$ cat src/rtl/axi_pkg.sv
`default_nettype none
// ============================================================================
//  Module      : axi_pkg
//  Description : Shared AXI4 encodings and bridge state types.
//                AXSIZE_* / AXBURST_INCR / XRESP_* encodings, read and write
//                FSM state enums, and a helper mapping a byte count to AxSIZE.
//  Revision    : 1.0  initial release
// ============================================================================
package axi_pkg;

    localparam logic [2:0] AXSIZE_1   = 3'd0;
    localparam logic [2:0] AXSIZE_2   = 3'd1;
    localparam logic [2:0] AXSIZE_4   = 3'd2;
    localparam logic [2:0] AXSIZE_8   = 3'd3;
    localparam logic [2:0] AXSIZE_16  = 3'd4;
    localparam logic [2:0] AXSIZE_32  = 3'd5;
    localparam logic [2:0] AXSIZE_64  = 3'd6;
    localparam logic [2:0] AXSIZE_128 = 3'd7;

    localparam logic [1:0] AXBURST_INCR = 2'b01;

    localparam logic [1:0] XRESP_OKAY   = 2'b00;
    localparam logic [1:0] XRESP_EXOKAY = 2'b01;
    localparam logic [1:0] XRESP_SLVERR = 2'b10;
    localparam logic [1:0] XRESP_DECERR = 2'b11;

    typedef enum logic [1:0] {
        R_IDLE = 2'd0,
        R_AR   = 2'd1,
        R_DATA = 2'd2
    } rd_state_e;

    typedef enum logic [1:0] {
        W_IDLE = 2'd0,
        W_SEND = 2'd1,
        W_RESP = 2'd2
    } wr_state_e;

    // AxSIZE encoding for a full-width beat of nbytes bytes.
    function automatic logic [2:0] axsize_from_bytes(input int unsigned nbytes);
        logic [2:0] sz;
        case (nbytes)
            32'd1:   sz = AXSIZE_1;
            32'd2:   sz = AXSIZE_2;
            32'd4:   sz = AXSIZE_4;
            32'd8:   sz = AXSIZE_8;
            32'd16:  sz = AXSIZE_16;
            32'd32:  sz = AXSIZE_32;
            32'd64:  sz = AXSIZE_64;
            32'd128: sz = AXSIZE_128;
            default: sz = AXSIZE_1;
        endcase
        return sz;
    endfunction

endpackage
`default_nettype wire

$ cat src/rtl/axi_lane_align.sv
`default_nettype none
// ============================================================================
//  Module      : axi_lane_align
//  Description : Byte-lane alignment for sub-word LSU accesses.
//                Ports: offset/size select the lanes; wdata_in -> wdata_out
//                shifted up to the lane, wstrb the matching byte strobe;
//                rdata_in -> rdata_out shifted down to bit 0 and masked to size.
//  Revision    : 1.0  initial release
// ============================================================================
module axi_lane_align
    import axi_pkg::*;
#(
    parameter int DATA_W = 64
) (
    input  logic [$clog2(DATA_W/8)-1:0] offset,
    input  logic [1:0]                  size,
    input  logic [DATA_W-1:0]           wdata_in,
    output logic [DATA_W-1:0]           wdata_out,
    output logic [DATA_W/8-1:0]         wstrb,
    input  logic [DATA_W-1:0]           rdata_in,
    output logic [DATA_W-1:0]           rdata_out
);

    localparam int BYTES = DATA_W / 8;
    localparam int OFF_W = $clog2(BYTES);

    logic [BYTES-1:0]  w_size_bytes;
    logic [DATA_W-1:0] w_size_bits;
    logic [DATA_W-1:0] w_rd_shift;
    logic [OFF_W+2:0]  w_bit_off;

    // Low (1 << size) bytes set, i.e. ((1 << (1 << size)) - 1).
    always_comb begin
        w_size_bytes = '0;
        for (int i = 0; i < BYTES; i++) begin
            w_size_bytes[i] = (i < (1 << size));
        end
    end

    for (genvar b = 0; b < BYTES; b++) begin : g_mask
        assign w_size_bits[8*b +: 8] = {8{w_size_bytes[b]}};
    end

    assign w_bit_off  = {offset, 3'b000};
    assign wstrb      = w_size_bytes << offset;
    assign wdata_out  = wdata_in << w_bit_off;
    assign w_rd_shift = rdata_in >> w_bit_off;
    assign rdata_out  = w_rd_shift & w_size_bits;

endmodule
`default_nettype wire

$ cat src/rtl/axi_master_bridge.sv
`default_nettype none
// ============================================================================
//  Module      : axi_master_bridge
//  Description : Two-client AXI4 master. IF (read bursts) and LSU (single-beat
//                read/write) share one AXI4 port; one read outstanding at a
//                time, an IF read may overlap an LSU write.
//                Ports: if_req_*/if_rsp_* fetch client, lsu_req_*/lsu_rsp_*
//                load/store client, axi_ar/r/aw/w/b* AXI4 master channels.
//  Revision    : 1.0  initial release
// ============================================================================
module axi_master_bridge
    import axi_pkg::*;
#(
    parameter int ADDR_W    = 64,
    parameter int DATA_W    = 64,
    parameter int ID_W      = 4,
    parameter int MAX_BURST = 8,
    parameter int ID_IF     = 0,
    parameter int ID_LSU    = 1
) (
    input  logic                          clk,
    input  logic                          rst,
    input  logic                          if_req_valid,
    output logic                          if_req_ready,
    input  logic [ADDR_W-1:0]             if_req_addr,
    input  logic [$clog2(MAX_BURST)-1:0]  if_req_len,
    output logic                          if_rsp_valid,
    output logic [DATA_W-1:0]             if_rsp_data,
    output logic                          if_rsp_last,
    output logic                          if_rsp_err,
    input  logic                          lsu_req_valid,
    output logic                          lsu_req_ready,
    input  logic                          lsu_req_wen,
    input  logic [ADDR_W-1:0]             lsu_req_addr,
    input  logic [1:0]                    lsu_req_size,
    input  logic [DATA_W-1:0]             lsu_req_wdata,
    output logic                          lsu_rsp_valid,
    output logic [DATA_W-1:0]             lsu_rsp_rdata,
    output logic                          lsu_rsp_err,
    output logic [ID_W-1:0]               axi_arid,
    output logic [ADDR_W-1:0]             axi_araddr,
    output logic [7:0]                    axi_arlen,
    output logic [2:0]                    axi_arsize,
    output logic [1:0]                    axi_arburst,
    output logic                          axi_arvalid,
    input  logic                          axi_arready,
    input  logic [ID_W-1:0]               axi_rid,
    input  logic [DATA_W-1:0]             axi_rdata,
    input  logic [1:0]                    axi_rresp,
    input  logic                          axi_rlast,
    input  logic                          axi_rvalid,
    output logic                          axi_rready,
    output logic [ID_W-1:0]               axi_awid,
    output logic [ADDR_W-1:0]             axi_awaddr,
    output logic [7:0]                    axi_awlen,
    output logic [2:0]                    axi_awsize,
    output logic [1:0]                    axi_awburst,
    output logic                          axi_awvalid,
    input  logic                          axi_awready,
    output logic [DATA_W-1:0]             axi_wdata,
    output logic [DATA_W/8-1:0]           axi_wstrb,
    output logic                          axi_wlast,
    output logic                          axi_wvalid,
    input  logic                          axi_wready,
    input  logic [ID_W-1:0]               axi_bid,
    input  logic [1:0]                    axi_bresp,
    input  logic                          axi_bvalid,
    output logic                          axi_bready
);

    localparam int              BYTES     = DATA_W / 8;
    localparam int              OFF_W     = $clog2(BYTES);
    localparam logic [ID_W-1:0] C_ID_IF   = ID_W'(ID_IF);
    localparam logic [ID_W-1:0] C_ID_LSU  = ID_W'(ID_LSU);
    localparam logic [2:0]      C_IF_SIZE = axsize_from_bytes(BYTES);

    rd_state_e          rd_state_q, rd_state_d;
    wr_state_e          wr_state_q, wr_state_d;
    logic               rr_last_q, rr_last_d;      // 1: LSU won the last tie
    logic               rd_owner_q, rd_owner_d;    // 1: current read is LSU
    logic [ADDR_W-1:0]  ar_addr_q, ar_addr_d;
    logic [7:0]         ar_len_q, ar_len_d;
    logic [2:0]         ar_size_q, ar_size_d;
    logic [7:0]         beat_cnt_q, beat_cnt_d;
    logic               lsu_busy_q, lsu_busy_d;
    logic [ADDR_W-1:0]  lsu_addr_q, lsu_addr_d;
    logic [1:0]         lsu_size_q, lsu_size_d;
    logic [DATA_W-1:0]  lsu_wdata_q, lsu_wdata_d;
    logic               awvalid_q, awvalid_d;
    logic               wvalid_q, wvalid_d;

    logic               w_lsu_wr_req, w_lsu_rd_req, w_if_rd_req, w_tie;
    logic               w_grant_lsu_rd, w_grant_if;
    logic               w_rbeat, w_last_exp, w_rd_bad;
    logic               w_lsu_rd_done, w_lsu_wr_done;
    logic [ID_W-1:0]    w_rid_exp;
    logic [DATA_W-1:0]  w_rd_aligned;

    // A pending LSU write holds IF off for that cycle so the two client
    // readies are never raised together.
    assign w_lsu_wr_req   = lsu_req_valid & lsu_req_wen & ~lsu_busy_q;
    assign w_lsu_rd_req   = lsu_req_valid & ~lsu_req_wen & ~lsu_busy_q & (rd_state_q == R_IDLE);
    assign w_if_rd_req    = if_req_valid & (rd_state_q == R_IDLE) & ~w_lsu_wr_req;
    assign w_tie          = w_lsu_rd_req & w_if_rd_req;
    assign w_grant_lsu_rd = w_lsu_rd_req & (~w_if_rd_req | ~rr_last_q);
    assign w_grant_if     = w_if_rd_req & ~w_grant_lsu_rd;

    assign if_req_ready   = w_grant_if & ~rst;
    assign lsu_req_ready  = (w_grant_lsu_rd | w_lsu_wr_req) & ~rst;

    assign w_rbeat        = (rd_state_q == R_DATA) & axi_rvalid;
    assign w_last_exp     = (beat_cnt_q == ar_len_q);
    assign w_rid_exp      = rd_owner_q ? C_ID_LSU : C_ID_IF;
    assign w_rd_bad       = (axi_rresp != XRESP_OKAY) | (axi_rid != w_rid_exp);
    assign w_lsu_rd_done  = w_rbeat & rd_owner_q;
    assign w_lsu_wr_done  = (wr_state_q == W_RESP) & axi_bvalid;

    axi_lane_align #(.DATA_W(DATA_W)) u_align (
        .offset    (lsu_addr_q[OFF_W-1:0]),
        .size      (lsu_size_q),
        .wdata_in  (lsu_wdata_q),
        .wdata_out (axi_wdata),
        .wstrb     (axi_wstrb),
        .rdata_in  (axi_rdata),
        .rdata_out (w_rd_aligned)
    );

    assign if_rsp_valid  = w_rbeat & ~rd_owner_q;
    assign if_rsp_data   = axi_rdata;
    assign if_rsp_last   = w_last_exp;
    assign if_rsp_err    = w_rd_bad | (axi_rlast != w_last_exp);

    assign lsu_rsp_valid = w_lsu_rd_done | w_lsu_wr_done;
    assign lsu_rsp_rdata = w_lsu_rd_done ? w_rd_aligned : '0;
    assign lsu_rsp_err   = w_lsu_rd_done ? w_rd_bad
                         : ((axi_bresp != XRESP_OKAY) | (axi_bid != C_ID_LSU));

    assign axi_arid      = w_rid_exp;
    assign axi_araddr    = ar_addr_q;
    assign axi_arlen     = ar_len_q;
    assign axi_arsize    = ar_size_q;
    assign axi_arburst   = AXBURST_INCR;
    assign axi_arvalid   = (rd_state_q == R_AR);
    assign axi_rready    = (rd_state_q == R_DATA);

    assign axi_awid      = C_ID_LSU;
    assign axi_awaddr    = lsu_addr_q;
    assign axi_awlen     = 8'd0;
    assign axi_awsize    = {1'b0, lsu_size_q};
    assign axi_awburst   = AXBURST_INCR;
    assign axi_awvalid   = awvalid_q;
    assign axi_wlast     = 1'b1;
    assign axi_wvalid    = wvalid_q;
    assign axi_bready    = (wr_state_q == W_RESP);

    always_comb begin
        rd_state_d  = rd_state_q;
        wr_state_d  = wr_state_q;
        rr_last_d   = rr_last_q;
        rd_owner_d  = rd_owner_q;
        ar_addr_d   = ar_addr_q;
        ar_len_d    = ar_len_q;
        ar_size_d   = ar_size_q;
        beat_cnt_d  = beat_cnt_q;
        lsu_busy_d  = lsu_busy_q;
        lsu_addr_d  = lsu_addr_q;
        lsu_size_d  = lsu_size_q;
        lsu_wdata_d = lsu_wdata_q;
        awvalid_d   = awvalid_q;
        wvalid_d    = wvalid_q;

        if (w_grant_lsu_rd | w_lsu_wr_req) begin
            lsu_busy_d  = 1'b1;
            lsu_addr_d  = lsu_req_addr;
            lsu_size_d  = lsu_req_size;
            lsu_wdata_d = lsu_req_wdata;
        end else if (lsu_rsp_valid) begin
            lsu_busy_d  = 1'b0;
        end

        case (rd_state_q)
            R_IDLE: begin
                beat_cnt_d = 8'd0;
                if (w_tie) rr_last_d = w_grant_lsu_rd;
                if (w_grant_if) begin
                    ar_addr_d  = if_req_addr;
                    ar_len_d   = 8'(if_req_len);
                    ar_size_d  = C_IF_SIZE;
                    rd_owner_d = 1'b0;
                    rd_state_d = R_AR;
                end else if (w_grant_lsu_rd) begin
                    ar_addr_d  = lsu_req_addr;
                    ar_len_d   = 8'd0;
                    ar_size_d  = {1'b0, lsu_req_size};
                    rd_owner_d = 1'b1;
                    rd_state_d = R_AR;
                end
            end
            R_AR:    if (axi_arready) rd_state_d = R_DATA;
            R_DATA: begin
                // The burst ends on the expected beat count, whatever RLAST says.
                if (w_rbeat) begin
                    beat_cnt_d = beat_cnt_q + 8'd1;
                    if (w_last_exp) rd_state_d = R_IDLE;
                end
            end
            default: rd_state_d = R_IDLE;
        endcase

        case (wr_state_q)
            W_IDLE: begin
                if (w_lsu_wr_req) begin
                    awvalid_d  = 1'b1;
                    wvalid_d   = 1'b1;
                    wr_state_d = W_SEND;
                end
            end
            W_SEND: begin
                if (awvalid_q & axi_awready) awvalid_d = 1'b0;
                if (wvalid_q & axi_wready)   wvalid_d  = 1'b0;
                if (~awvalid_d & ~wvalid_d)  wr_state_d = W_RESP;
            end
            W_RESP:  if (axi_bvalid) wr_state_d = W_IDLE;
            default: wr_state_d = W_IDLE;
        endcase
    end

    always_ff @(posedge clk or posedge rst) begin
        if (rst) begin
            rd_state_q  <= R_IDLE;
            wr_state_q  <= W_IDLE;
            rr_last_q   <= 1'b1;
            rd_owner_q  <= 1'b0;
            ar_addr_q   <= '0;
            ar_len_q    <= '0;
            ar_size_q   <= '0;
            beat_cnt_q  <= '0;
            lsu_busy_q  <= 1'b0;
            lsu_addr_q  <= '0;
            lsu_size_q  <= '0;
            lsu_wdata_q <= '0;
            awvalid_q   <= 1'b0;
            wvalid_q    <= 1'b0;
        end else begin
            rd_state_q  <= rd_state_d;
            wr_state_q  <= wr_state_d;
            rr_last_q   <= rr_last_d;
            rd_owner_q  <= rd_owner_d;
            ar_addr_q   <= ar_addr_d;
            ar_len_q    <= ar_len_d;
            ar_size_q   <= ar_size_d;
            beat_cnt_q  <= beat_cnt_d;
            lsu_busy_q  <= lsu_busy_d;
            lsu_addr_q  <= lsu_addr_d;
            lsu_size_q  <= lsu_size_d;
            lsu_wdata_q <= lsu_wdata_d;
            awvalid_q   <= awvalid_d;
            wvalid_q    <= wvalid_d;
        end
    end

endmodule
`default_nettype wire

$ cat config.mk
export PLATFORM = sky130hd
export DESIGN_NAME = axi_master_bridge
export DESIGN_NICKNAME = d
export VERILOG_FILES = /design/src/rtl/axi_pkg.sv /design/src/rtl/axi_lane_align.sv /design/src/rtl/axi_master_bridge.sv
export SDC_FILE = /design/constraint.sdc
export NUM_CORES = 1
export LEC_CHECK = 0
export ABC_AREA = 1
export ABC_CLOCK_PERIOD_IN_PS = 14300
export CAP_MARGIN = 10
export CORE_AREA = 2 2 258 260
export CTS_CLUSTER_DIAMETER = 30
export DETAILED_ROUTE_END_ITERATION = 8
export DIE_AREA = 0 0 260 262
export GPL_TIMING_DRIVEN = 0
export PLACE_DENSITY = 0.57
export SYNTH_ARGS = -nofsm -noshare
export SYNTH_HDL_FRONTEND = slang
export SYNTH_SLANG_ARGS = --single-unit
export TNS_END_PERCENT = 100
$ cat constraint.sdc
create_clock -name clk -period 14.3 [get_ports clk]
set_clock_uncertainty 0.15 [all_clocks]
set_input_delay 2.145 -clock clk [delete_from_list [all_inputs] [get_ports clk]]
set_output_delay 2.145 -clock clk [all_outputs]
set_load 0.005 [all_outputs]
==> qor.yml <==
synthesis:
  synthCells: 1945
  synth_seq_cells: 216
  syn-cell-area_sq_mm: 0.0133
  synth_edf_count: 0
  yosysSeqAreaShare_pct: 40.7
  yosys_warnings: 0
  netlist-cell-type-count: 37
  yosys_most_used_dff: "dfrtp_1"
  async_flop_share_pct: 100
  syn_avg_cell_area_sq_um: 6.83
setup_path:
  cp-end-kind: "output pin"
  crit_cells: 10
  critical_path_arrival_ns: 4.55
  criticalPathCategory: "in2out"
  max_stage_delay_ns: 0.50
  startpoint_type: "input pin"
  crit_buf_inv: 5
  timing.rr.end: "axi_awaddr[2]"
  cpMaxStageDelayCell: "clkdlybuf4s50_1"
  worstPathRequired_ns: 12.01
  reg2reg_depth: 5
  reg2reg_slack_ns: 11.85
  path_delay_family: "buffers and inverters"
  reg2reg_from: "axi_awaddr[2]"
  path_cells: "clkdlybuf4s50_1 > nand3_1 > nand3_1 > nand2_2 > nand2_4 > inv_2 > buf_6 > buf_6 > nor2_1 > clkdlybuf4s50_1"
  cp_max_fo: 10
global_routing:
  grt_usage_pct: 24.2
  grt_max_degree: 84
  grt-ovfl-total: 0
  antenna_found_initial: 10
  grt_pass1_vias: 16240
  grt_pass1_wl_mm: 117
routing:
  ant_nets: 0
  routed_wl_mm: 84.8
  viasPerCell: 4.47
  routedWlPerCell_microns: 23.7
  drc: 0
  drt_iter0_drc: 822
  dr.pass1.iters: 5
  vias: 15985
placement:
  gp_congestion: 1.03
  postPlaceCellArea_sq_mm: 0.0208
  dp_slack_ns: 7.40
  port_buffers: 631
  hpwl_mm: 70.7
run_status:
  status: "complete, no violations"
timing:
  worst_pin_slew_ns: 1.07
  min_period_ns: 6.85
  setup_viol: 0
  slew_headroom_pct: 28.0
  rsz0062_at_grt: "no"
  finalHoldViolCount: 0
  setup_ws_ns: 7.45
  tns_ns: 0
  fmax_ghz: 0.146
  final_max_slew_viol_count: 0
  finalCritPeriodShare_pct: 47.9
finish:
  n_fill_cell: 7120
  post-route-util_pct: 34.9
  syn2layout_area_growth_pct: 71.6
  final_nets: 2946
  drive_gt1_share_pct: 10.0
  stdcell_area_sq_mm: 0.0228
cts:
  max-clock-path-buffers: 3
  cts_max_level: 2
  cts.sinks: 216
  cts_tree: "done"
  clock_latency_ns: 0.60
  cts_setup_buffers: 0
  clk_root_buffer_cell: "clkbuf_16"
  cts.clk_slew.worst_paths_ns: 0.04
  numCtsBuffers: 56
  cts_resized: 0
  cts_hold_buf: 0
power_and_ir_drop:
  p_per_area_mw_per_mm2: 227
  ir_drop_mv: 0.117
  p_leak_nw: 10.3
hold_path:
  min_to: "axi_awaddr[17]"
  hold_depth: 2
  hold_class: "reg2reg"
  hold_path.startpoint: "axi_awaddr[17]"
run:
  max_cap_viol_count: 0
floorplanning:
  io_pins: 659
  initial_core_util_pct: 20.4
  fp.dieW_microns: 260
  die_area_sq_mm: 0.0681
  die_h_microns: 262
  core_area_sq_mm: 0.0653
  rows: 94
==> Yosys cell counts, types with 4 or more instances <==
library cell / n / area share (%)
and2_1: 15 / 0.71
nor3_1: 21 / 0.79
o21ai_0: 310 / 12
o211ai_1: 10 / 0.56
buf_6: 14 / 1.2
inv_1: 122 / 3.4
nor2_1: 189 / 5.3
o22ai_1: 14 / 0.66
buf_4: 101 / 5.7
nand2_1: 642 / 18
a21oi_1: 80 / 3.0
buf_2: 35 / 1.3
a211oi_1: 4 / 0.23
o21ai_1: 33 / 1.2
dfrtp_1: 215 / 40
nor2_2: 4 / 0.19
nand3_1: 41 / 1.5
clkbuf_1: 65 / 1.8
inv_2: 5 / 0.14
==> worst min-delay path, cell delays in order (launching register included) <==
cell and delay [ns]:
dfrtp_1 0.33, nand2_1 0.05, nand2_1 0.05
==> worst max-delay path by stage <==
stage,start,to,slack (ns)
after global placement,rst,axi_araddr[56],2.28
after floorplan,rst,axi_araddr[0],6.10
after global routing,lsu_req_wen,if_req_ready,7.25
after detailed placement,lsu_req_valid,lsu_req_ready,7.40
final,lsu_req_valid,lsu_req_ready,7.45
after CTS,lsu_req_valid,lsu_req_ready,7.39
==> per-layer routing <==
metal | GRT usage, % | routed length, microns | part of all wire [%]
met3 | 5.73 | 6170 | 7.3
met2 | 47.0 | 45800 | 54
met1 | 24.0 | 28800 | 34
met4 | 11.2 | 4050 | 4.8
met5 | 0 | 0 | 0
==> flip-flops by register name, summed over array words and instances (netlist names) <==
name         flops
axi_araddr      64
rd_state_q       2
axi_awvalid      1
axi_wvalid       1
rr_last_q        1
lsu_wdata_q     64
lsu_size_q       2
axi_arsize       2
lsu_busy_q       1
rd_owner_q       1
axi_arlen        3
wr_state_q       2
beat_cnt_q       8
axi_awaddr      64
==> placed cells by master, fill, tap and decap left out, types with 2 or more instances in the layout <==
master           count
a211oi_1             4
a21oi_1             80
and2_1              15
buf_1                2
buf_16               2
buf_2               35
buf_4              101
buf_6               14
bufinv_16            8
clkbuf_1            72
clkbuf_16           56
clkbuf_8             4
clkdlybuf4s50_1    631
clkinv_2            16
clkinv_4             5
clkinvlp_4           4
conb_1              27
dfrtp_1            215
diode_2              3
inv_1              121
inv_2                5
inv_6                4
nand2_1            642
nand2_2              2
nand2_4              2
nand3_1             41
nand4_1              2
nor2_1             189
nor2_2               4
nor2_8               2
nor3_1              21
o211ai_1            10
o21ai_0            310
o21ai_1             33
o22ai_1             14
xnor2_1              2
==> logic make-up (layout without fill, tap and decap cells) <==
logic type	after synthesis	count (layout)	synth area share, %
AND/OR/NAND/NOR	923	923	27.7
AO/OA/AOI/OAI	453	453	17.5
buffers and inverters	347	1085	13.8
flip-flops	216	216	40.7
other	2	30	0.0565
XOR/XNOR	2	2	0.132
adder cells (fa/ha/maj)	1	1	0.0941
multiplexers	1	1	0.0753
==> metrics by stage <==
step	hold slack, ns	std cells	total power [W]
floorplan	0.285	1970	0.00220
global placement	0.303	3465	0.00385
detailed placement	0.309	3467	0.00385
CTS	0.319	3572	0.00519
global route	0.333	3575	0.00548
finish	0.318	3575	0.00518
==> cell type report <==
class / count / area [sq um] / area share [%]
inverter: 129 / 493 / 2.16
multi-input combinational: 1407 / 6140 / 26.9
clock buffer: 67 / 1480 / 6.50
buffer: 218 / 1350 / 5.91
tap: 864 / 1080 / 4.74
clock inverter: 38 / 474 / 2.08
sequential: 216 / 5410 / 23.7
timing repair buffer: 633 / 6370 / 27.9
antenna: 3 / 7.51 / 0.0329
==> where the power goes <==
part / internal [W] / switching [W]
clock network: 0.000885 / 0.000425
registers: 0.000887 / 0.000190
logic: 0.00112 / 0.00166
total: 0.00290 / 0.00228
(Power assumes the default switching activity.)
